`src/rtl/axi_stream_insert_header_pkg.sv`:
```
// Shared constants and byte-count helpers
// for the AXI-Stream header inserter.
package axi_stream_insert_header_pkg;

  localparam int DATA_WD_DEF = 32;
  localparam int MAX_BYTES = 64;

  typedef enum logic [1:0] {
    IDLE,
    DATA,
    FLUSH
  } ins_state_e;

  function automatic int unsigned popcount(
    input logic [MAX_BYTES-1:0] keep
  );
    int unsigned n = 0;
    for (int i = 0; i < MAX_BYTES; i++)
      if (keep[i]) n++;
    return n;
  endfunction

  // MSB-aligned run of cnt ones inside a width-bit keep bus.
  function automatic logic [MAX_BYTES-1:0] msb_mask(
    input int unsigned cnt,
    input int unsigned width
  );
    logic [MAX_BYTES-1:0] m = '0;
    for (int unsigned i = 0; i < MAX_BYTES; i++)
      if (i < width && i + cnt >= width)
        m[i] = 1'b1;
    return m;
  endfunction

endpackage

```
`src/rtl/axi_stream_insert_header_if.sv`:
```
// Payload, header and output stream
// signals of the header inserter.
interface axi_stream_insert_header_if
  import axi_stream_insert_header_pkg::*;
#(
  parameter int DATA_WD = DATA_WD_DEF,
  parameter int DATA_BYTE_WD = DATA_WD / 8,
  parameter int BYTE_CNT_WD = $clog2(DATA_BYTE_WD)
);

  logic                    valid_in;
  logic [DATA_WD-1:0]      data_in;
  logic [DATA_BYTE_WD-1:0] keep_in;
  logic                    last_in;
  logic                    ready_in;

  logic                    valid_out;
  logic [DATA_WD-1:0]      data_out;
  logic [DATA_BYTE_WD-1:0] keep_out;
  logic                    last_out;
  logic                    ready_out;

  logic                    valid_insert;
  logic [DATA_WD-1:0]      data_insert;
  logic [DATA_BYTE_WD-1:0] keep_insert;
  logic [BYTE_CNT_WD-1:0]  byte_insert_cnt;
  logic                    ready_insert;

  modport master (
    output valid_in, data_in, keep_in, last_in,
    input  ready_in,
    input  valid_out, data_out, keep_out, last_out,
    output ready_out,
    output valid_insert, data_insert, keep_insert,
    output byte_insert_cnt,
    input  ready_insert
  );

  modport slave (
    input  valid_in, data_in, keep_in, last_in,
    output ready_in,
    output valid_out, data_out, keep_out, last_out,
    input  ready_out,
    input  valid_insert, data_insert, keep_insert,
    input  byte_insert_cnt,
    output ready_insert
  );

endinterface

```
`src/rtl/axis_hdr_byte_merge.sv`:
```
// Joins h carried bytes with the top of the
// incoming word; low h bytes become the carry.
module axis_hdr_byte_merge
  import axi_stream_insert_header_pkg::*;
#(
  parameter int DATA_WD = DATA_WD_DEF,
  parameter int CNT_W = 3
) (
  input  logic [DATA_WD-1:0] carry,
  input  logic [DATA_WD-1:0] data,
  input  logic [CNT_W-1:0]   h,
  output logic [DATA_WD-1:0] word,
  output logic [DATA_WD-1:0] next_carry
);

  logic [DATA_WD-1:0] low_mask;

  // Carry bytes sit LSB-aligned, so they land
  // directly above data once h bytes drop off.
  assign word = DATA_WD'({carry, data} >> {h, 3'b000});

  assign low_mask =
    ~({DATA_WD{1'b1}} << {h, 3'b000});

  assign next_carry = data & low_mask;

endmodule

```
`src/rtl/axi_stream_insert_header.sv`:
```
// Prepends a 1..N byte header to a stream and
// re-packs header plus payload MSB-first.
module axi_stream_insert_header
  import axi_stream_insert_header_pkg::*;
#(
  parameter int DATA_WD = DATA_WD_DEF,
  parameter int DATA_BYTE_WD = DATA_WD / 8,
  parameter int BYTE_CNT_WD = $clog2(DATA_BYTE_WD)
) (
  input logic clk,
  input logic rst,
  axi_stream_insert_header_if.slave bus
);

  localparam int CNT_W = $clog2(DATA_BYTE_WD + 1);

  ins_state_e              state;
  logic [DATA_WD-1:0]      carry;
  logic [CNT_W-1:0]        h;
  logic [CNT_W-1:0]        flush_cnt;
  logic                    valid_q;
  logic [DATA_WD-1:0]      data_q;
  logic [DATA_BYTE_WD-1:0] keep_q;
  logic                    last_q;
  logic                    ready_insert_q;

  logic [DATA_WD-1:0]      in_mask;
  logic [DATA_WD-1:0]      hdr_mask;
  logic [DATA_WD-1:0]      merge_data;
  logic [DATA_WD-1:0]      merge_word;
  logic [DATA_WD-1:0]      merge_carry;
  logic [DATA_BYTE_WD-1:0] keep_last;
  logic [DATA_BYTE_WD-1:0] keep_flush;
  logic [CNT_W-1:0]        h_new;
  int unsigned             hl;
  logic                    ready_in_c;
  logic                    in_fire;
  logic                    out_free;
  logic [BYTE_CNT_WD-1:0]  unused_cnt;

  assign unused_cnt = bus.byte_insert_cnt;

  for (genvar i = 0; i < DATA_BYTE_WD; i++) begin : g_lane
    assign in_mask[i*8 +: 8] = {8{bus.keep_in[i]}};
    assign hdr_mask[i*8 +: 8] = {8{bus.keep_insert[i]}};
  end

  assign h_new =
    CNT_W'(popcount(MAX_BYTES'(bus.keep_insert)));
  assign hl =
    32'(h) + popcount(MAX_BYTES'(bus.keep_in));
  assign keep_last =
    DATA_BYTE_WD'(msb_mask(hl, DATA_BYTE_WD));
  assign keep_flush =
    DATA_BYTE_WD'(msb_mask(32'(flush_cnt), DATA_BYTE_WD));

  // Once a last beat is queued, the next packet's
  // payload must wait for a fresh header.
  assign out_free = !valid_q || bus.ready_out;
  assign ready_in_c = (state == DATA) &&
    (!valid_q || (bus.ready_out && !last_q));
  assign in_fire = bus.valid_in && ready_in_c;

  assign merge_data = (state == FLUSH) ? '0 :
    (bus.data_in & in_mask);

  axis_hdr_byte_merge #(
    .DATA_WD (DATA_WD),
    .CNT_W   (CNT_W)
  ) u_merge (
    .carry      (carry),
    .data       (merge_data),
    .h          (h),
    .word       (merge_word),
    .next_carry (merge_carry)
  );

  always_ff @(posedge clk or posedge rst) begin
    if (rst) begin
      state <= IDLE;
      carry <= '0;
      h <= '0;
      flush_cnt <= '0;
      valid_q <= 1'b0;
      data_q <= '0;
      keep_q <= '0;
      last_q <= 1'b0;
      ready_insert_q <= 1'b0;
    end else begin
      if (valid_q && bus.ready_out)
        valid_q <= 1'b0;
      unique case (state)
        IDLE: begin
          ready_insert_q <= 1'b1;
          if (bus.valid_insert && ready_insert_q) begin
            carry <= bus.data_insert & hdr_mask;
            h <= h_new;
            ready_insert_q <= 1'b0;
            state <= DATA;
          end
        end
        DATA: begin
          if (in_fire) begin
            valid_q <= 1'b1;
            data_q <= merge_word;
            carry <= merge_carry;
            keep_q <= '1;
            last_q <= 1'b0;
            if (bus.last_in) begin
              if (hl <= DATA_BYTE_WD) begin
                keep_q <= keep_last;
                last_q <= 1'b1;
              end else begin
                flush_cnt <= CNT_W'(hl - DATA_BYTE_WD);
                state <= FLUSH;
              end
            end
          end else if (valid_q && bus.ready_out && last_q) begin
            state <= IDLE;
            ready_insert_q <= 1'b1;
          end
        end
        FLUSH: begin
          if (out_free) begin
            valid_q <= 1'b1;
            data_q <= merge_word;
            keep_q <= keep_flush;
            last_q <= 1'b1;
            state <= DATA;
          end
        end
        default: state <= IDLE;
      endcase
    end
  end

  assign bus.ready_in = ready_in_c;
  assign bus.valid_out = valid_q;
  assign bus.data_out = data_q;
  assign bus.keep_out = keep_q;
  assign bus.last_out = last_q;
  assign bus.ready_insert = ready_insert_q;

endmodule

```
`src/flat_wrapper.sv`:
```
// flat-port wrapper written by rule: the top's interface ports become plain ports
module axi_stream_insert_header_flat import axi_stream_insert_header_pkg::*;
#(
  parameter int DATA_WD = DATA_WD_DEF,
  parameter int DATA_BYTE_WD = DATA_WD / 8,
  parameter int BYTE_CNT_WD = $clog2(DATA_BYTE_WD)
)
  (clk, rst, bus_valid_in, bus_data_in, bus_keep_in, bus_last_in, bus_ready_in, bus_valid_out, bus_data_out, bus_keep_out, bus_last_out, bus_ready_out, bus_valid_insert, bus_data_insert, bus_keep_insert, bus_byte_insert_cnt, bus_ready_insert);
  axi_stream_insert_header_if #(.DATA_WD(DATA_WD), .DATA_BYTE_WD(DATA_BYTE_WD), .BYTE_CNT_WD(BYTE_CNT_WD)) bus_i ();
  input logic clk;
  input logic rst;
  input wire logic [$bits(bus_i.valid_in)-1:0] bus_valid_in;
  input wire logic [$bits(bus_i.data_in)-1:0] bus_data_in;
  input wire logic [$bits(bus_i.keep_in)-1:0] bus_keep_in;
  input wire logic [$bits(bus_i.last_in)-1:0] bus_last_in;
  output wire logic [$bits(bus_i.ready_in)-1:0] bus_ready_in;
  output wire logic [$bits(bus_i.valid_out)-1:0] bus_valid_out;
  output wire logic [$bits(bus_i.data_out)-1:0] bus_data_out;
  output wire logic [$bits(bus_i.keep_out)-1:0] bus_keep_out;
  output wire logic [$bits(bus_i.last_out)-1:0] bus_last_out;
  input wire logic [$bits(bus_i.ready_out)-1:0] bus_ready_out;
  input wire logic [$bits(bus_i.valid_insert)-1:0] bus_valid_insert;
  input wire logic [$bits(bus_i.data_insert)-1:0] bus_data_insert;
  input wire logic [$bits(bus_i.keep_insert)-1:0] bus_keep_insert;
  input wire logic [$bits(bus_i.byte_insert_cnt)-1:0] bus_byte_insert_cnt;
  output wire logic [$bits(bus_i.ready_insert)-1:0] bus_ready_insert;
  assign bus_i.valid_in = bus_valid_in;
  assign bus_i.data_in = bus_data_in;
  assign bus_i.keep_in = bus_keep_in;
  assign bus_i.last_in = bus_last_in;
  assign bus_ready_in = bus_i.ready_in;
  assign bus_valid_out = bus_i.valid_out;
  assign bus_data_out = bus_i.data_out;
  assign bus_keep_out = bus_i.keep_out;
  assign bus_last_out = bus_i.last_out;
  assign bus_i.ready_out = bus_ready_out;
  assign bus_i.valid_insert = bus_valid_insert;
  assign bus_i.data_insert = bus_data_insert;
  assign bus_i.keep_insert = bus_keep_insert;
  assign bus_i.byte_insert_cnt = bus_byte_insert_cnt;
  assign bus_ready_insert = bus_i.ready_insert;
  axi_stream_insert_header #(.DATA_WD(DATA_WD), .DATA_BYTE_WD(DATA_BYTE_WD), .BYTE_CNT_WD(BYTE_CNT_WD)) u_core (.clk(clk), .rst(rst), .bus(bus_i));
endmodule
```
`config.mk`:
```
export PLATFORM = sky130hd
export DESIGN_NAME = axi_stream_insert_header_flat
export DESIGN_NICKNAME = d
export VERILOG_FILES = /design/src/rtl/axi_stream_insert_header_pkg.sv /design/src/rtl/axi_stream_insert_header_if.sv /design/src/rtl/axis_hdr_byte_merge.sv /design/src/rtl/axi_stream_insert_header.sv /design/src/flat_wrapper.sv
export SDC_FILE = /design/constraint.sdc
export NUM_CORES = 1
export LEC_CHECK = 0
export BUFFER_PORTS_ARGS = -buffer_cell sky130_fd_sc_hd__buf_4
export CAP_MARGIN = 20
export CORE_AREA = 10 10 146 161
export DETAILED_ROUTE_END_ITERATION = 10
export DIE_AREA = 0 0 156 171
export GPL_ROUTABILITY_DRIVEN = 0
export PLACE_DENSITY = 0.56
export SETUP_SLACK_MARGIN = 0.05
export SLEW_MARGIN = 20
export SYNTH_ARGS = -nofsm -noshare
export SYNTH_HDL_FRONTEND = slang
export SYNTH_HIERARCHICAL = 1
export SYNTH_SLANG_ARGS = --single-unit
export TNS_END_PERCENT = 20
```
`constraint.sdc`:
```
create_clock -name clk -period 2.95 [get_ports clk]
set_input_delay 0.295 -clock clk [delete_from_list [all_inputs] [get_ports clk]]
set_output_delay 0.295 -clock clk [all_outputs]
set_load 0.1 [all_outputs]
```
# Yosys cells after proc, flatten, opt, wreduce, memory -nomap -nowiden
# Index checks and enable logic that the tools add are counted.
classes:
  n_addsub: 14
  order_cmp: 9
  eq_ne: 10
  n_shift: 2
  n_mux: 48
  bitwise_logic: 5
  reduce_logical: 19
ops:
  columns: ["cell", "count"]
  rows:
  - ["$mux 32", 8]
  - ["$ge 32x3->1 const B", 7]
  - ["$pmux 32 s2", 2]
  - ["$and 32x32->32", 3]
  - ["$add 2x32->32 const A", 2]
  - ["$add 32x1->32 const B", 2]
  - ["$shr 64x6->32", 1]
  - ["$add 1x32->32 const A", 1]
  - ["$add 3x32->32", 1]
  - ["$le 32x3->1 const B", 1]
  - ["$not 32->32", 1]
  - ["$shl 32x6->32 const A", 1]
  - ["$mux 1", 20]
  - ["$mux 4", 4]
  - ["$mux 2", 7]
  - ["$reduce_and 3->1", 3]
  - ["$add 2x3->4 const A", 2]
  - ["$pmux 4 s2", 1]
  - ["$logic_and 1x1->1", 6]
  - ["$mux 3", 2]
  - ["$ne 2x1->1 const B", 3]
  - ["$ne 3x3->1 const B", 2]
  - ["$pmux 1 s2", 3]
  - ["$pmux 2 s3", 1]
  - ["18 further kinds", 23]
totals:
  ff_bits: 79
  inputBits: 80
  out_inout_bits: 40

# Longest topological paths before layout
# Gate-level depths: netlist of run 1.
logic_depth:
  ltp_word: 15
  mapped_depth: 15
  ltp_nobuf: 15

# Modules after synthesis
# The synthesis of run 1 kept the hierarchy.
modules_own_cells:
  columns: ["mod", "n_inst", "cells_each", "area_each_um2", "seq_area_each_um2"]
  rows:
  - ["axi_stream_insert_header", 1, 387, 4051.4, 1976.9]
  - ["axis_hdr_byte_merge", 1, 214, 1710.4, 0.0]

# Least setup slack after synthesis of run 1
# OpenSTA, ideal clock, no wires.
synth_path:
  kind: "reg-to-reg"
  startpoint: "reg u_core.last_q, in the netlist u_core/bus.last_out"
  endpoint: "reg u_core.last_q, in the netlist u_core/bus.last_out"
  setup_time_ps: 128
  arrival_time_ps: 3854
  required_time_ps: 2822
  slack_ps: -1032
  stages_incl_launch_ff: 6
  n_path_buf: 0
  period_less_slack_ps: 3982
  cell_sequence: "dfrtp_1 nand2b_4 a21boi_0 nand2_1 a211oi_1 a21oi_1"
synth_via:
  elab_chain_len: 7
synth_rtl:
  columns: ["element", "line_no", "text"]
  rows:
  - ["start: declaration", "axi_stream_insert_header.sv:24", "logic last_q;"]
  - ["start signal: assignment", "axi_stream_insert_header.sv:87", "last_q <= 1'b0;"]
  - ["start signal: assignment", "axi_stream_insert_header.sv:108", "last_q <= 1'b0;"]
  - ["start signal: assignment", "axi_stream_insert_header.sv:112", "last_q <= 1'b1;"]
  - ["$logic_not 1->1", "axi_stream_insert_header.sv:61", "(!valid_q || (bus.ready_out && !last_q));"]
  - ["$logic_and 1x1->1", "axi_stream_insert_header.sv:61", null]
  - ["$logic_or 1x1->1", "axi_stream_insert_header.sv:61", null]
  - ["$logic_and 1x1->1", "axi_stream_insert_header.sv:60", "assign ready_in_c = (state == DATA) &&"]
  - ["net bus_ready_in", "flat_wrapper.sv:16", "output wire logic [$bits(bus_i.ready_in)-1:0] bus_ready_in;"]
  - ["$logic_and 1x1->1", "axi_stream_insert_header.sv:62", "assign in_fire = bus.valid_in && ready_in_c;"]
  - ["$ne 2x1->1 (no line)", null, null]
  - ["$reduce_and 3->1 (no line)", null, null]
# The timed path passes the listed nets, and every way through them passes these cells.
# A chain may end at the register's enable or synchronous reset.

# Final worst setup path of run 1
layout_path:
  startpoint: "in bus_keep_in[1]"
  endpoint: "reg u_core.state[1]"
layout_via:
  elab_chain_len: 9
layout_rtl:
  columns: ["element", "line_no", "text"]
  rows:
  - ["start: declaration", "flat_wrapper.sv:14", "input wire logic [$bits(bus_i.keep_in)-1:0] bus_keep_in;"]
  - ["$mux 32 *", "axi_stream_insert_header_pkg.sv:19", "if (keep[i]) n++;"]
  - ["$add 32x1->32", "axi_stream_insert_header_pkg.sv:19", null]
  - ["$mux 32 *", "axi_stream_insert_header_pkg.sv:19", null]
  - ["$add 32x1->32", "axi_stream_insert_header_pkg.sv:19", null]
  - ["$mux 32 *", "axi_stream_insert_header_pkg.sv:19", null]
  - ["$add 3x32->32 *", "axi_stream_insert_header.sv:51", "32'(h) + popcount(MAX_BYTES'(bus.keep_in));"]
  - ["$le 32x3->1 *", "axi_stream_insert_header.sv:110", "if (hl <= DATA_BYTE_WD) begin"]
  - ["$ne 3x3->1 (no line) *", null, null]
  - ["$reduce_and 5->1 (no line) *", null, null]
  - ["end signal: assignment", "axi_stream_insert_header.sv:115", "state <= FLUSH;"]
  - ["end signal: assignment", "axi_stream_insert_header.sv:119", "state <= IDLE;"]
  - ["end signal: assignment", "axi_stream_insert_header.sv:129", "state <= DATA;"]
  - ["end: declaration", "axi_stream_insert_header.sv:17", "ins_state_e state;"]
# Mark *: on every way between the ends. The rest lies on a longest branch, timed or not.

==> qor_table.md, run 1 <==
| Stage | Item | This run |
| --- | --- | --- |
| setup path | Crit path launch | bus_keep_in[1] |
| setup path | Critical Path Start Type | input port |
| synth | Ys flop type | sky130_fd_sc_hd__dfrtp_1 |
| setup path | Signal arrival time at the worst endpoint | 3.12 ns |
| timing | Minimum setup slack in the final design | 0.0585 ns |
| clock tree | Source-to-sink clock delay at the later pin of the worst-skew pair | 0.35 ns |
| placement | Number of I/O port buffers | 117 |
| synth | Share of the synthesized area in the top cell type | 0.343 |
| setup path | Type of the setup path with the least slack | input port to flip-flop |
| setup path | Crit end category | flip-flop |
| worst hold path | Worst min-delay path category | input port to asynchronous set/reset pin |
| timing | Transition time of the tightest slew-check pin | 0.918 ns |
| clock tree | Number of clock buffers inserted by TritonCTS | 9 |
| timing | Maximum achievable frequency | 0.346 GHz |
| clock tree | Sink count of the clock tree | 79 |
| detailed routing | Number of antenna-violating nets in the routed design | 0 |
| floorplan | Effective utilization at floorplan | 0.284 |
| floorplan | Number of I/O pins | 120 |
| floorplan | Area of the die | 26,700 µm² |
| global route | Number of antenna violations at the first check in global routing | 0 |
| job | Max-cap viol count | 0 |
| detailed routing | Ratio of routed vias to standard cells | 5.08 |
| detailed routing | Post-route DRC | 0 |
| floorplan | Die extent in x | 156 µm |
| clock tree | TritonCTS clock tree | yes |
| synth | Synthesis Warnings | 6 |
| finish | Number of standard cells in the final layout excluding fillers | 977 |
| finish | P&R area growth vs syn | 27.5% |
| global route | All-layer global routing usage | 0.147 |
| detailed routing | Routed length per placed instance | 20.3 µm |
| setup path | Largest fanout of any net on the critical path | 2 |
| global route | Via count of the first global-routing pass | 5,120 |
| finish | Number of inserted diodes | 0 |
| floorplan | Area inside the core boundary | 20,300 µm² |
| timing | Layout Skew | 0.00719 ns |
| detailed routing | First-pass iteration count of the detailed router | 5 |
| clock tree | Clk Tree Root Cell | sky130_fd_sc_hd__clkbuf_16 |
| timing | Count of final setup violators | 0 |
| clock tree | Quantity of hold-fixing buffers added after cts | 0 |
| finish | Final standard cell area without fillers | 7350 µm² |
| synth | Cell taking the most area after synthesis | sky130_fd_sc_hd__dfrtp_1 |
| synth | Nets in the synthesized netlist | 698 |
| global route | Congestion Overflow GR | 0 |
| synth | Mean area per synthesized cell | 9.59 µm² |
| synth | Post-synthesis cell type count | 53 |
| clock tree | Clock H-tree levels | 3 |
| synth | Number of flops mapped to enable cells by yosys | 0 |
| placement | Post-placement setup slack | -0.349 ns |
| setup path | Critical R2R Launch | u_core/state[0]$_DFFE_PP0P_ |
| placement | Detail Placement HPWL | 15,600 µm |
| timing | Post-route minimum period | 2.89 ns |
| floorplan | Die span in y | 171 µm |
| clock tree | Clock transition at path regs | 0.06 ns |
| timing | Count of final max-slew check failures | 0 |
| global route | Maximum number of pins on one net before global-route repair | 65 |
| finish | Fraction of final layout cells with drive strength greater than 1 | 0.365 |
| placement | Placed cells | 962 |
| global route | Wire length of the first global-routing pass | 30,000 µm |
| synth | Flop and latch count out of synthesis | 79 |
| clock tree | Maximum buffer depth of the clock tree | 2 |
| synth | Post-synth ARST share | 1.00 |
| timing | Remaining max-slew budget at the tightest pin | 0.388 |
| timing | Unrepaired setup endpoints after global routing | true |
| setup path | Required arrival time at the worst endpoint | 3.18 ns |
| synth | Post-Syn Area | 5760 µm² |
| detailed routing | Aggregate routed wire length | 19,900 µm |
| synth | Ranking of synthesized cells by area | sky130_fd_sc_hd__dfrtp_1, sky130_fd_sc_hd__mux2_2, sky130_fd_sc_hd__a22oi_1, sky130_fd_sc_hd__and2_1, sky130_fd_sc_hd__a21oi_1 |
| placement | Cell Area, Placed | 6990 µm² |
| timing | Final hold violation count | 0 |
| floorplan | Std-Cell Rows | 55 |
| detailed routing | Iteration-0 DRC Markers | 360 |
| outcome | Status | complete, no violations |
| synth | Part of the Yosys area used for sequential elements | 0.343 |
| timing | Period utilization | 0.980 |
| finish | Net count of the finished layout | 814 |
| detailed routing | Overall via count from detail_route | 4,960 |
| synth | Cell count after synthesis | 601 |
[what timing repair did]
action,in CTS,in global routing
resized for setup,0,6
endpoints found under the setup margin,1,5
buffers inserted,0,0
[layer usage]
metal | vias to the layer above | wire (µm) | global-route usage
met2 | 142 | 9820 | 0.249
met3 | 24 | 1250 | 0.0402
li1 | 2395 | - | -
met1 | 2399 | 8330 | 0.174
met5 | - | 0 | 0
met4 | 0 | 471 | 0.0534
[path summary, 6_finish.rpt]
check,to,slack (ns),depth (start not counted)
max,u_core/state[1]$_DFFE_PP0P_,0.06,15
min,u_core/h[1]$_DFFE_PP0P_,0.10,2
max reg2reg,u_core/bus.data_out[9]$_DFFE_PP0P_,0.34,8
min reg2reg,u_core/flush_cnt[2]$_DFFE_PP0P_,0.48,2
max in group asynchronous,u_core/bus.data_out[6]$_DFFE_PP0P_,2.11,3
min in group clk,u_core/bus.ready_insert$_DFFE_PP0P_,0.16,2
[cell type report]
| cell class | instances | area, µm² |
|---|---|---|
| Fill cell | 2082 | 13000 |
| Multi-Input combinational cell | 471 | 3530 |
| Sequential cell | 79 | 1980 |
| Timing Repair Buffer | 143 | 1130 |
| Tap cell | 256 | 320 |
| Clock buffer | 9 | 225 |
| Clock inverter | 6 | 110 |
| Inverter | 13 | 56.3 |
[cell usage in the layout, fill, tap and decap left out, types with 4 or more instances in the layout]
cell / synthesis / layout
sky130_fd_sc_hd__and2_1: 48 / 48
sky130_fd_sc_hd__clkbuf_16: 0 / 9
sky130_fd_sc_hd__ha_1: 16 / 14
sky130_fd_sc_hd__mux2_4: 13 / 14
sky130_fd_sc_hd__a22oi_1: 44 / 44
sky130_fd_sc_hd__a22o_1: 4 / 4
sky130_fd_sc_hd__nor2b_1: 22 / 21
sky130_fd_sc_hd__nand2b_1: 4 / 4
sky130_fd_sc_hd__mux2i_1: 17 / 17
sky130_fd_sc_hd__nor2_1: 58 / 58
sky130_fd_sc_hd__dfrtp_1: 79 / 78
sky130_fd_sc_hd__nand2_1: 34 / 34
sky130_fd_sc_hd__o22ai_1: 20 / 20
sky130_fd_sc_hd__inv_1: 13 / 8
sky130_fd_sc_hd__buf_4: 10 / 138
sky130_fd_sc_hd__mux2_2: 69 / 68
sky130_fd_sc_hd__a21oi_1: 50 / 50
sky130_fd_sc_hd__and2b_1: 5 / 5
sky130_fd_sc_hd__o21ai_0: 17 / 17
sky130_fd_sc_hd__nand3_1: 6 / 6
[flip-flops by register name, indices dropped and copies added, names as in the netlist]
register	cells
u_core/bus.ready_insert	1
u_core/carry	32
u_core/h	3
u_core/bus.last_out	1
u_core/bus.keep_out	4
u_core/flush_cnt	3
u_core/state	2
u_core/bus.data_out	32
u_core/bus.valid_out	1
[through the flow]
stage / utilization / TNS, ns / hold WS [ns]
after detailed placement: 0.344 / -1.58 / 0.471
after CTS: 0.361 / 0 / 0.136
final: 0.362 / 0 / 0.103
after global placement: 0.344 / -1.24 / 0.459
after global routing: 0.362 / -0.102 / 0.166
after floorplan: - / -0.243 / 0.398
[critical path, stage by stage]
cell and delay, ns:
sky130_fd_sc_hd__buf_8 0.10, sky130_fd_sc_hd__inv_6 0.05, sky130_fd_sc_hd__ha_4 0.20, sky130_fd_sc_hd__xor2_2 0.15, sky130_fd_sc_hd__ha_1 0.28, sky130_fd_sc_hd__mux2_4 0.28
sky130_fd_sc_hd__fa_2 0.35, sky130_fd_sc_hd__xnor2_2 0.17, sky130_fd_sc_hd__inv_2 0.07, sky130_fd_sc_hd__ha_4 0.16, sky130_fd_sc_hd__nor2b_4 0.12, sky130_fd_sc_hd__o211a_1 0.25
sky130_fd_sc_hd__nand3b_4 0.17, sky130_fd_sc_hd__a31oi_4 0.16, sky130_fd_sc_hd__mux2_4 0.31
[synthesized netlist by cell type, types with 16 or more instances]
cell,number
sky130_fd_sc_hd__dfrtp_1,79
sky130_fd_sc_hd__mux2_2,69
sky130_fd_sc_hd__nor2_1,58
sky130_fd_sc_hd__a21oi_1,50
sky130_fd_sc_hd__and2_1,48
sky130_fd_sc_hd__a22oi_1,44
sky130_fd_sc_hd__nand2_1,34
sky130_fd_sc_hd__nor2b_1,22
sky130_fd_sc_hd__o22ai_1,20
sky130_fd_sc_hd__mux2i_1,17
sky130_fd_sc_hd__o21ai_0,17
sky130_fd_sc_hd__ha_1,16
[kinds of logic after synthesis]
| family | synth area share |
|---|---|
| AO/OA/AOI/OAI | 0.180 |
| XOR/XNOR | 0.0106 |
| adder cells (fa/ha/maj) | 0.0382 |
| buffers and inverters | 0.0554 |
| flip-flops | 0.343 |
| multiplexers | 0.202 |
| AND/OR/NAND/NOR | 0.170 |
Power of run 1 is left out: the tool's default activity adds up to more than one toggle a clock period on the data nets, which glitch-free logic cannot reach.
==> run 2: changes to the inputs <==
==> constraint.sdc (replaced) <==
create_clock -name clk -period 2.95 [get_ports clk]
set_input_delay 0.295 -clock clk [delete_from_list [all_inputs] [get_ports clk]]
set_output_delay 0.295 -clock clk [all_outputs]
set_load 0.005 [all_outputs]
==> run 2 against run 1 <==
Setup slack improved by 0.013 ns; non-clock buffer count increased by 2; maximum frequency increased by 0.44%; first-iteration DRC count decreased by 28%; utilization decreased by 0.33 points; cell count increased by 0.31%; sequential cell count unchanged; cell area decreased by 0.90%; global-route usage increased by 0.42 points; count of clock-buffer cells in the layout increased by 4; clock skew increased by 0.0010 ns; critical path type unchanged; largest cell class unchanged; highest routed layer unchanged.
==> qor_table.md, run 2 (same netlist as run 1, synthesis figures left out) <==
| Stage | Item | This run | Change |
| --- | --- | --- | --- |
| setup path | Critical Path Start Type | input port | unchanged |
| global route | Via count of the first global-routing pass | 5,201 | was 5,120 |
| finish | Fraction of final layout cells with drive strength greater than 1 | 0.360 | was 0.365 |
| clock tree | Clock transition at path regs | 0.06 ns | about the same |
| floorplan | Die extent in x | 156 µm | unchanged |
| setup path | Delay of the slowest cell on the worst path | 0.55 ns | was 0.35 ns |
| setup path | Internal reg-to-reg setup slack | 0.40 ns | was 0.34 ns |
| placement | Cell Area, Placed | 7000 µm² | was 6990 µm² |
| timing | Transition time of the tightest slew-check pin | 0.924 ns | was 0.918 ns |
| setup path | Cells traversed along the worst timing path | buf_8 > inv_8 > ha_4 > xor2_2 > ha_1 > mux2_4 > fa_2 > inv_2 > ha_4 > nor2b_4 > o211a_1 > nand3b_4 > a31oi_4 > mux2_4 | was buf_8 > inv_6 > ha_4 > xor2_2 > ha_1 > mux2_4 > fa_2 > xnor2_2 > inv_2 > ha_4 > nor2b_4 > o211a_1 > nand3b_4 > a31oi_4 > mux2_4 |
| timing | Unrepaired setup endpoints after global routing | true | unchanged |
| setup path | Signal arrival time at the worst endpoint | 3.11 ns | was 3.12 ns |
| clock tree | Clk Tree Root Cell | sky130_fd_sc_hd__clkbuf_16 | unchanged |
| detailed routing | Aggregate routed wire length | 20,000 µm | was 19,900 µm |
| detailed routing | Iteration-0 DRC Markers | 261 | was 360 |
| setup path | Critical R2R Launch | u_core/h[0]$_DFFE_PP0P_ | was u_core/state[0]$_DFFE_PP0P_ |
| timing | Hold Worst Slack | 0.0343 ns | was 0.103 ns |
| power | Power per unit of standard cell area | 1180 nW/µm² |  |
| setup path | Largest fanout of any net on the critical path | 2 | unchanged |
| global route | Maximum number of pins on one net before global-route repair | 65 | unchanged |
| clock tree | Clock H-tree levels | 3 | unchanged |
| global route | Wire length of the first global-routing pass | 30,700 µm | was 30,000 µm |
| detailed routing | Number of antenna-violating nets in the routed design | 0 | unchanged |
| finish | P&R area growth vs syn | 26.4% | was 27.5% |
| outcome | Status | complete, no violations | unchanged |
| global route | All-layer global routing usage | 0.151 | was 0.147 |
| finish | Highest-count cells in the layout ignoring fill and taps | sky130_fd_sc_hd__buf_4, sky130_fd_sc_hd__dfrtp_1, sky130_fd_sc_hd__mux2_2 | unchanged |
| detailed routing | Routed length per placed instance | 20.4 µm | was 20.3 µm |
| clock tree | Source-to-sink clock delay at the later pin of the worst-skew pair | 0.35 ns | about the same |
| clock tree | TritonCTS clock tree | yes | unchanged |
| timing | Layout Skew | 0.00819 ns | was 0.00719 ns |
| power | Worst voltage drop across the vdd grid | 0.000503 V |  |
| worst hold path | Worst min-delay path category | input port to asynchronous set/reset pin | unchanged |
| detailed routing | Ratio of routed vias to standard cells | 5.01 | was 5.08 |
| clock tree | Sink count of the clock tree | 79 | unchanged |
| finish | Commonest non-fill, non-tap cell in the layout | sky130_fd_sc_hd__buf_4 | unchanged |
| setup path | Crit end category | flip-flop | unchanged |
| finish | Net count of the finished layout | 816 | was 814 |
| setup path | Total stage count of the critical path | 14 | was 15 |
| timing | Period utilization | 0.976 | was 0.980 |
| clock tree | Quantity of hold-fixing buffers added after cts | 0 | unchanged |
| setup path | Kind of cell adding the most delay to the critical path | adder cells | unchanged |
| setup path | Reg2Reg Depth | 10 | was 8 |
| setup path | Required arrival time at the worst endpoint | 3.19 ns | was 3.18 ns |
| job | Max-cap viol count | 0 | unchanged |
| floorplan | Effective utilization at floorplan | 0.284 | unchanged |
| detailed routing | Overall via count from detail_route | 4,908 | was 4,960 |
| floorplan | Area inside the core boundary | 20,300 µm² | unchanged |
| floorplan | Std-Cell Rows | 55 | unchanged |
| timing | Setup TNS | 0 ns | unchanged |
| clock tree | Post-CTS Repair Setup Buffers | 0 | unchanged |
| power | Leakage dissipation | 3.30 nW |  |
| placement | Number of I/O port buffers | 117 | unchanged |
| timing | Count of final setup violators | 0 | unchanged |
| global route | Congestion Overflow GR | 0 | unchanged |
| floorplan | Die span in y | 171 µm | unchanged |
| floorplan | Area of the die | 26,700 µm² | unchanged |
| floorplan | Number of I/O pins | 120 | unchanged |
| detailed routing | First-pass iteration count of the detailed router | 4 | was 5 |
| finish | Final standard cell area without fillers | 7280 µm² | was 7350 µm² |
| setup path | Count of buffer and inverter cells on the critical path | 3 | unchanged |
| setup path | Type of the setup path with the least slack | input port to flip-flop | unchanged |
| clock tree | Number of clock buffers inserted by TritonCTS | 9 | unchanged |
| setup path | CP max-delay cell | sky130_fd_sc_hd__fa_2 | unchanged |
| setup path | Endpoint of the worst register-to-register path | u_core/state[1]$_DFFE_PP0P_ | was u_core/bus.data_out[9]$_DFFE_PP0P_ |
| timing | Count of final max-slew check failures | 0 | unchanged |
| clock tree | Maximum buffer depth of the clock tree | 2 | unchanged |
| timing | Final hold violation count | 0 | unchanged |
| timing | Maximum achievable frequency | 0.347 GHz | was 0.346 GHz |
| placement | Detail Placement HPWL | 15,600 µm | about the same |
| timing | Remaining max-slew budget at the tightest pin | 0.384 | was 0.388 |
| detailed routing | Post-route DRC | 0 | unchanged |
| global route | Number of antenna violations at the first check in global routing | 0 | unchanged |
| timing | Post-route minimum period | 2.88 ns | was 2.89 ns |
-- run 2: cell count changes in the layout (fill, tap and decap cells not counted), moves of 2 or more --
cell	previous run	this run
sky130_fd_sc_hd__bufinv_16	3	0
sky130_fd_sc_hd__buf_4	138	141
sky130_fd_sc_hd__clkinvlp_4	2	0
sky130_fd_sc_hd__clkbuf_1	0	4
-- run 2: worst max-delay path by stage --
stage | startpoint | endpoint | slack, ns
global route | bus_keep_in[0] | u_core/state[1]$_DFFE_PP0P_ | -0.01
detailed placement | bus_keep_in[0] | u_core/state[1]$_DFFE_PP0P_ | -0.36
finish | bus_keep_in[1] | u_core/state[1]$_DFFE_PP0P_ | 0.07
floorplan | bus_keep_in[0] | u_core/state[1]$_DFFE_PP0P_ | -0.20
CTS | bus_keep_in[0] | u_core/state[1]$_DFFE_PP0P_ | 0.007
global placement | bus_keep_in[0] | u_core/state[1]$_DFFE_PP0P_ | -0.33
-- run 2: layer usage --
| layer | routed length [µm] | share of wire | GRT usage | up-vias |
|---|---|---|---|---|
| met2 | 9560 | 0.48 | 0.247 | 149 |
| li1 | - | - | - | 2394 |
| met3 | 1260 | 0.063 | 0.0382 | 31 |
| met1 | 8520 | 0.43 | 0.183 | 2334 |
| met5 | 0 | 0 | 0 | - |
| met4 | 666 | 0.033 | 0.0666 | 0 |
-- run 2: area by class of cell --
cell class / count / area (µm²)
Fill cell: 2111 / 13000
Multi-Input combinational cell: 471 / 3530
Sequential cell: 79 / 1980
Timing Repair Buffer: 145 / 1130
Tap cell: 256 / 320
Clock buffer: 13 / 240
Inverter: 13 / 68.8
Clock inverter: 2 / 10.0
Antenna cell: 1 / 2.50
-- run 2: metrics by stage --
step	worst slack (ns)	cells	utilization	total power (W)
2_1_floorplan	-0.196	601	-	0.00586
3_3_place_gp	-0.331	964	0.345	0.00748
3_5_place_dp	-0.363	964	0.345	0.00754
4_1_cts	0.00721	979	0.357	0.00858
5_1_grt	-0.0146	979	0.359	0.00929
6_report	0.0713	980	0.359	0.00857
-- run 2: repair_timing --
action	in CTS	in global routing
hold endpoints to repair	0	0
resized for setup	0	6
endpoints found under the setup margin	2	3
-- run 2: power breakdown --
| group | internal (W) | leakage [nW] | switching, W |
|---|---|---|---|
| sequential | 0.00166 | 0.956 | 0.000499 |
| clock | 0.000564 | 0.123 | 0.000443 |
| combinational | 0.00254 | 2.22 | 0.00286 |
Power figures use the tool's default switching activity.
==> run 3: changes to the inputs <==
CELL_PAD_IN_SITES_DETAIL_PLACEMENT = 1   (was default)
CELL_PAD_IN_SITES_GLOBAL_PLACEMENT = 2   (was default)
CTS_CLUSTER_DIAMETER = 60   (was default)
PLACE_DENSITY = 0.79   (was 0.56)
==> run 3 against run 2 <==
The run now ends with negative setup slack left; clock power is 24% higher; utilization grew 0.84 points; global-route usage rose by 1.5 points; non-clock buffer count is 5 higher; combinational power up 6.3%; total power up 6.7%; sequential power about the same; setup slack got worse by 0.15 ns; clock skew fell by 0.0016 ns; sequential cell count unchanged; sequential share of layout area is 0.62 points lower; first-iteration DRC count increased by 1.9%; critical path type unchanged; largest power group unchanged.
==> qor_table.md, run 3 (same netlist as run 1, synthesis figures left out) <==
| Stage | Item | This run | Change |
| --- | --- | --- | --- |
| timing | Layout Skew | 0.00658 ns | was 0.00819 ns |
| clock tree | TritonCTS clock tree | yes | unchanged |
| timing | Minimum setup slack in the final design | -0.0797 ns | was 0.0713 ns |
| global route | Met2 track demand over resource | 0.284 | was 0.247 |
| power | Worst voltage drop across the vdd grid | 0.000507 V | was 0.000503 V |
| finish | Net count of the finished layout | 821 | was 816 |
| timing | Count of final max-slew check failures | 0 | unchanged |
| detailed routing | Ratio of routed vias to standard cells | 5.22 | was 5.01 |
| floorplan | Area inside the core boundary | 20,300 µm² | unchanged |
| finish | Commonest non-fill, non-tap cell in the layout | sky130_fd_sc_hd__buf_4 | unchanged |
| timing | Setup TNS | -0.139 ns | was 0 ns |
| placement | Detail Placement HPWL | 17,100 µm | was 15,600 µm |
| global route | Number of antenna violations at the first check in global routing | 0 | unchanged |
| power | Power per unit of standard cell area | 1230 nW/µm² | was 1180 nW/µm² |
| timing | Transition time of the tightest slew-check pin | 0.920 ns | was 0.924 ns |
| global route | Via count of the first global-routing pass | 5,837 | was 5,201 |
| placement | Placed cells | 963 | was 964 |
| floorplan | Die extent in x | 156 µm | unchanged |
| finish | P&R area growth vs syn | 29.4% | was 26.4% |
| placement | Post-placement setup slack | -0.454 ns | was -0.363 ns |
| clock tree | Source-to-sink clock delay at the later pin of the worst-skew pair | 0.34 ns | was 0.35 ns |
| detailed routing | Aggregate routed wire length | 21,900 µm | was 20,000 µm |
| timing | Remaining max-slew budget at the tightest pin | 0.386 | was 0.384 |
| setup path | Crit end category | flip-flop | unchanged |
| timing | Final hold violation count | 0 | unchanged |
| finish | Number of inserted diodes | 0 | was 1 |
| clock tree | Clock transition at path regs | 0.06 ns | about the same |
| setup path | Reg2Reg Depth | 9 | was 10 |
| job | Max-cap viol count | 0 | unchanged |
| finish | Post-route core utilization | 0.367 | was 0.359 |
| timing | Maximum achievable frequency | 0.330 GHz | was 0.347 GHz |
| setup path | Required arrival time at the worst endpoint | 3.17 ns | was 3.19 ns |
| global route | All-layer global routing usage | 0.166 | was 0.151 |
| setup path | Endpoint of the worst register-to-register path | u_core/state[1]$_DFFE_PP0P_ | unchanged |
| setup path | Signal arrival time at the worst endpoint | 3.25 ns | was 3.11 ns |
| timing | Post-route minimum period | 3.03 ns | was 2.88 ns |
| floorplan | Effective utilization at floorplan | 0.284 | unchanged |
| clock tree | Number of clock buffers inserted by TritonCTS | 9 | unchanged |
| outcome | Status | finished, violations left | was complete, no violations |
| detailed routing | Post-route DRC | 0 | unchanged |
| floorplan | Area of the die | 26,700 µm² | unchanged |
| global route | Most crowded layer after global routing | met2 | unchanged |
| clock tree | Clock H-tree levels | 3 | unchanged |
| finish | Fraction of final layout cells with drive strength greater than 1 | 0.371 | was 0.360 |
| floorplan | Number of I/O pins | 120 | unchanged |
| clock tree | Maximum buffer depth of the clock tree | 2 | unchanged |
| outcome | Failing checks | negative setup slack |  |
| detailed routing | Overall via count from detail_route | 5,140 | was 4,908 |
| global route | Wire length of the first global-routing pass | 33,800 µm | was 30,700 µm |
| finish | Highest-count cells in the layout ignoring fill and taps | sky130_fd_sc_hd__buf_4, sky130_fd_sc_hd__dfrtp_1, sky130_fd_sc_hd__mux2_2 | unchanged |
| setup path | Critical Path Start Type | input port | unchanged |
| setup path | Internal reg-to-reg setup slack | 0.32 ns | was 0.40 ns |
| global route | Met1 routing resource usage after global routing | 0.189 | was 0.183 |
| setup path | Type of the setup path with the least slack | input port to flip-flop | unchanged |
| timing | Hold Worst Slack | 0.154 ns | was 0.0343 ns |
| setup path | Crit path launch | bus_keep_in[0] | was bus_keep_in[1] |
| global route | Met3 Usage GRT | 0.0412 | was 0.0382 |
| finish | Number of standard cells in the final layout excluding fillers | 984 | was 980 |
| floorplan | Die span in y | 171 µm | unchanged |
| setup path | Largest fanout of any net on the critical path | 2 | unchanged |
| timing | Unrepaired setup endpoints after global routing | true | unchanged |
| detailed routing | First-pass iteration count of the detailed router | 4 | unchanged |
| setup path | Worst setup path endpoint | u_core/state[1]$_DFFE_PP0P_ | unchanged |
| setup path | Critical R2R Launch | u_core/h[0]$_DFFE_PP0P_ | unchanged |
| global route | Congestion Overflow GR | 0 | unchanged |
| detailed routing | Iteration-0 DRC Markers | 266 | was 261 |
| clock tree | Sink count of the clock tree | 79 | unchanged |
| placement | Number of I/O port buffers | 117 | unchanged |
| detailed routing | Routed length per placed instance | 22.3 µm | was 20.4 µm |
| global route | Maximum number of pins on one net before global-route repair | 65 | unchanged |
| clock tree | Clk Tree Root Cell | sky130_fd_sc_hd__clkbuf_16 | unchanged |
| timing | Count of final setup violators | 3 | was 0 |
| timing | Period utilization | 1.03 | was 0.976 |
| power | Leakage dissipation | 3.37 nW | was 3.30 nW |
| detailed routing | Number of antenna-violating nets in the routed design | 0 | unchanged |
| worst hold path | Worst min-delay path category | input port to flip-flop | was input port to asynchronous set/reset pin |
| floorplan | Std-Cell Rows | 55 | unchanged |
[run 3: changes by cell type in the layout (fill, tap and decap cells not counted), sizes merged]
cell | before | now
buf | 145 | 149
bufinv | 0 | 2
clkbuf | 13 | 12
diode | 1 | 0
dlygate4sd3 | 0 | 1
inv | 13 | 12
[run 3: what timing repair did]
action                                  in CTS  in global routing
hold buffers                                 1                  0
endpoints found under the setup margin       3                  8
pin swaps                                    8                  6
endpoints found under the hold margin       22                  0
buffers inserted                             2                  3
resized for setup                            5                  6
[run 3: how the worst min path moves through the flow]
stage,startpoint,to,slack [ns],cells past startpoint
2_1_floorplan,bus_valid_insert,u_core/bus.ready_insert$_DFFE_PP0P_,0.40,1
3_3_place_gp,rst,u_core/bus.ready_insert$_DFFE_PP0P_,0.33,2
3_5_place_dp,rst,u_core/bus.ready_insert$_DFFE_PP0P_,0.35,2
4_1_cts,bus_valid_insert,u_core/bus.ready_insert$_DFFE_PP0P_,0.14,2
5_1_grt,bus_valid_insert,u_core/bus.ready_insert$_DFFE_PP0P_,0.16,2
6_report,bus_valid_insert,u_core/bus.ready_insert$_DFFE_PP0P_,0.15,2
[run 3: power breakdown]
group | total, W | internal (W) | switching (W)
logic | 0.00574 | 0.00266 | 0.00308
clock network | 0.00125 | 0.000805 | 0.000448
registers | 0.00215 | 0.00166 | 0.000486
total | 0.00914 | 0.00513 | 0.00401
[run 3: per-layer routing]
metal	part of all wire	routed length, µm	vias up
met4	0.044	956	0
met1	0.40	8870	2536
met2	0.50	10900	170
met3	0.057	1260	38
met5	0	0	-
li1	-	-	2396
[run 3: cell type report]
| class | count | area [µm²] |
|---|---|---|
| Inverter | 13 | 72.6 |
| Sequential cell | 79 | 1980 |
| Clock buffer | 12 | 267 |
| Multi-Input combinational cell | 471 | 3560 |
| Clock inverter | 3 | 65.1 |
| Fill cell | 2305 | 12800 |
| Timing Repair Buffer | 150 | 1190 |
| Tap cell | 256 | 320 |
[run 3: worst max-delay path: stages]
cell and delay [ns]:
sky130_fd_sc_hd__buf_12 0.09, sky130_fd_sc_hd__inv_12 0.03, sky130_fd_sc_hd__ha_4 0.28, sky130_fd_sc_hd__xor2_4 0.19
sky130_fd_sc_hd__ha_4 0.22, sky130_fd_sc_hd__mux2_4 0.27, sky130_fd_sc_hd__fa_2 0.58, sky130_fd_sc_hd__inv_4 0.06
sky130_fd_sc_hd__ha_4 0.16, sky130_fd_sc_hd__nor2b_4 0.12, sky130_fd_sc_hd__o211a_1 0.27, sky130_fd_sc_hd__nand3b_4 0.18
sky130_fd_sc_hd__a31oi_4 0.17, sky130_fd_sc_hd__mux2_4 0.32
[run 3: metrics by stage]
| step | total power (W) | area, µm² |
|---|---|---|
| 2_1_floorplan | 0.00586 | 5830 |
| 3_3_place_gp | 0.00750 | 7010 |
| 3_5_place_dp | 0.00775 | 7010 |
| 4_1_cts | 0.00914 | 7390 |
| 5_1_grt | 0.00981 | 7450 |
| 6_report | 0.00914 | 7450 |
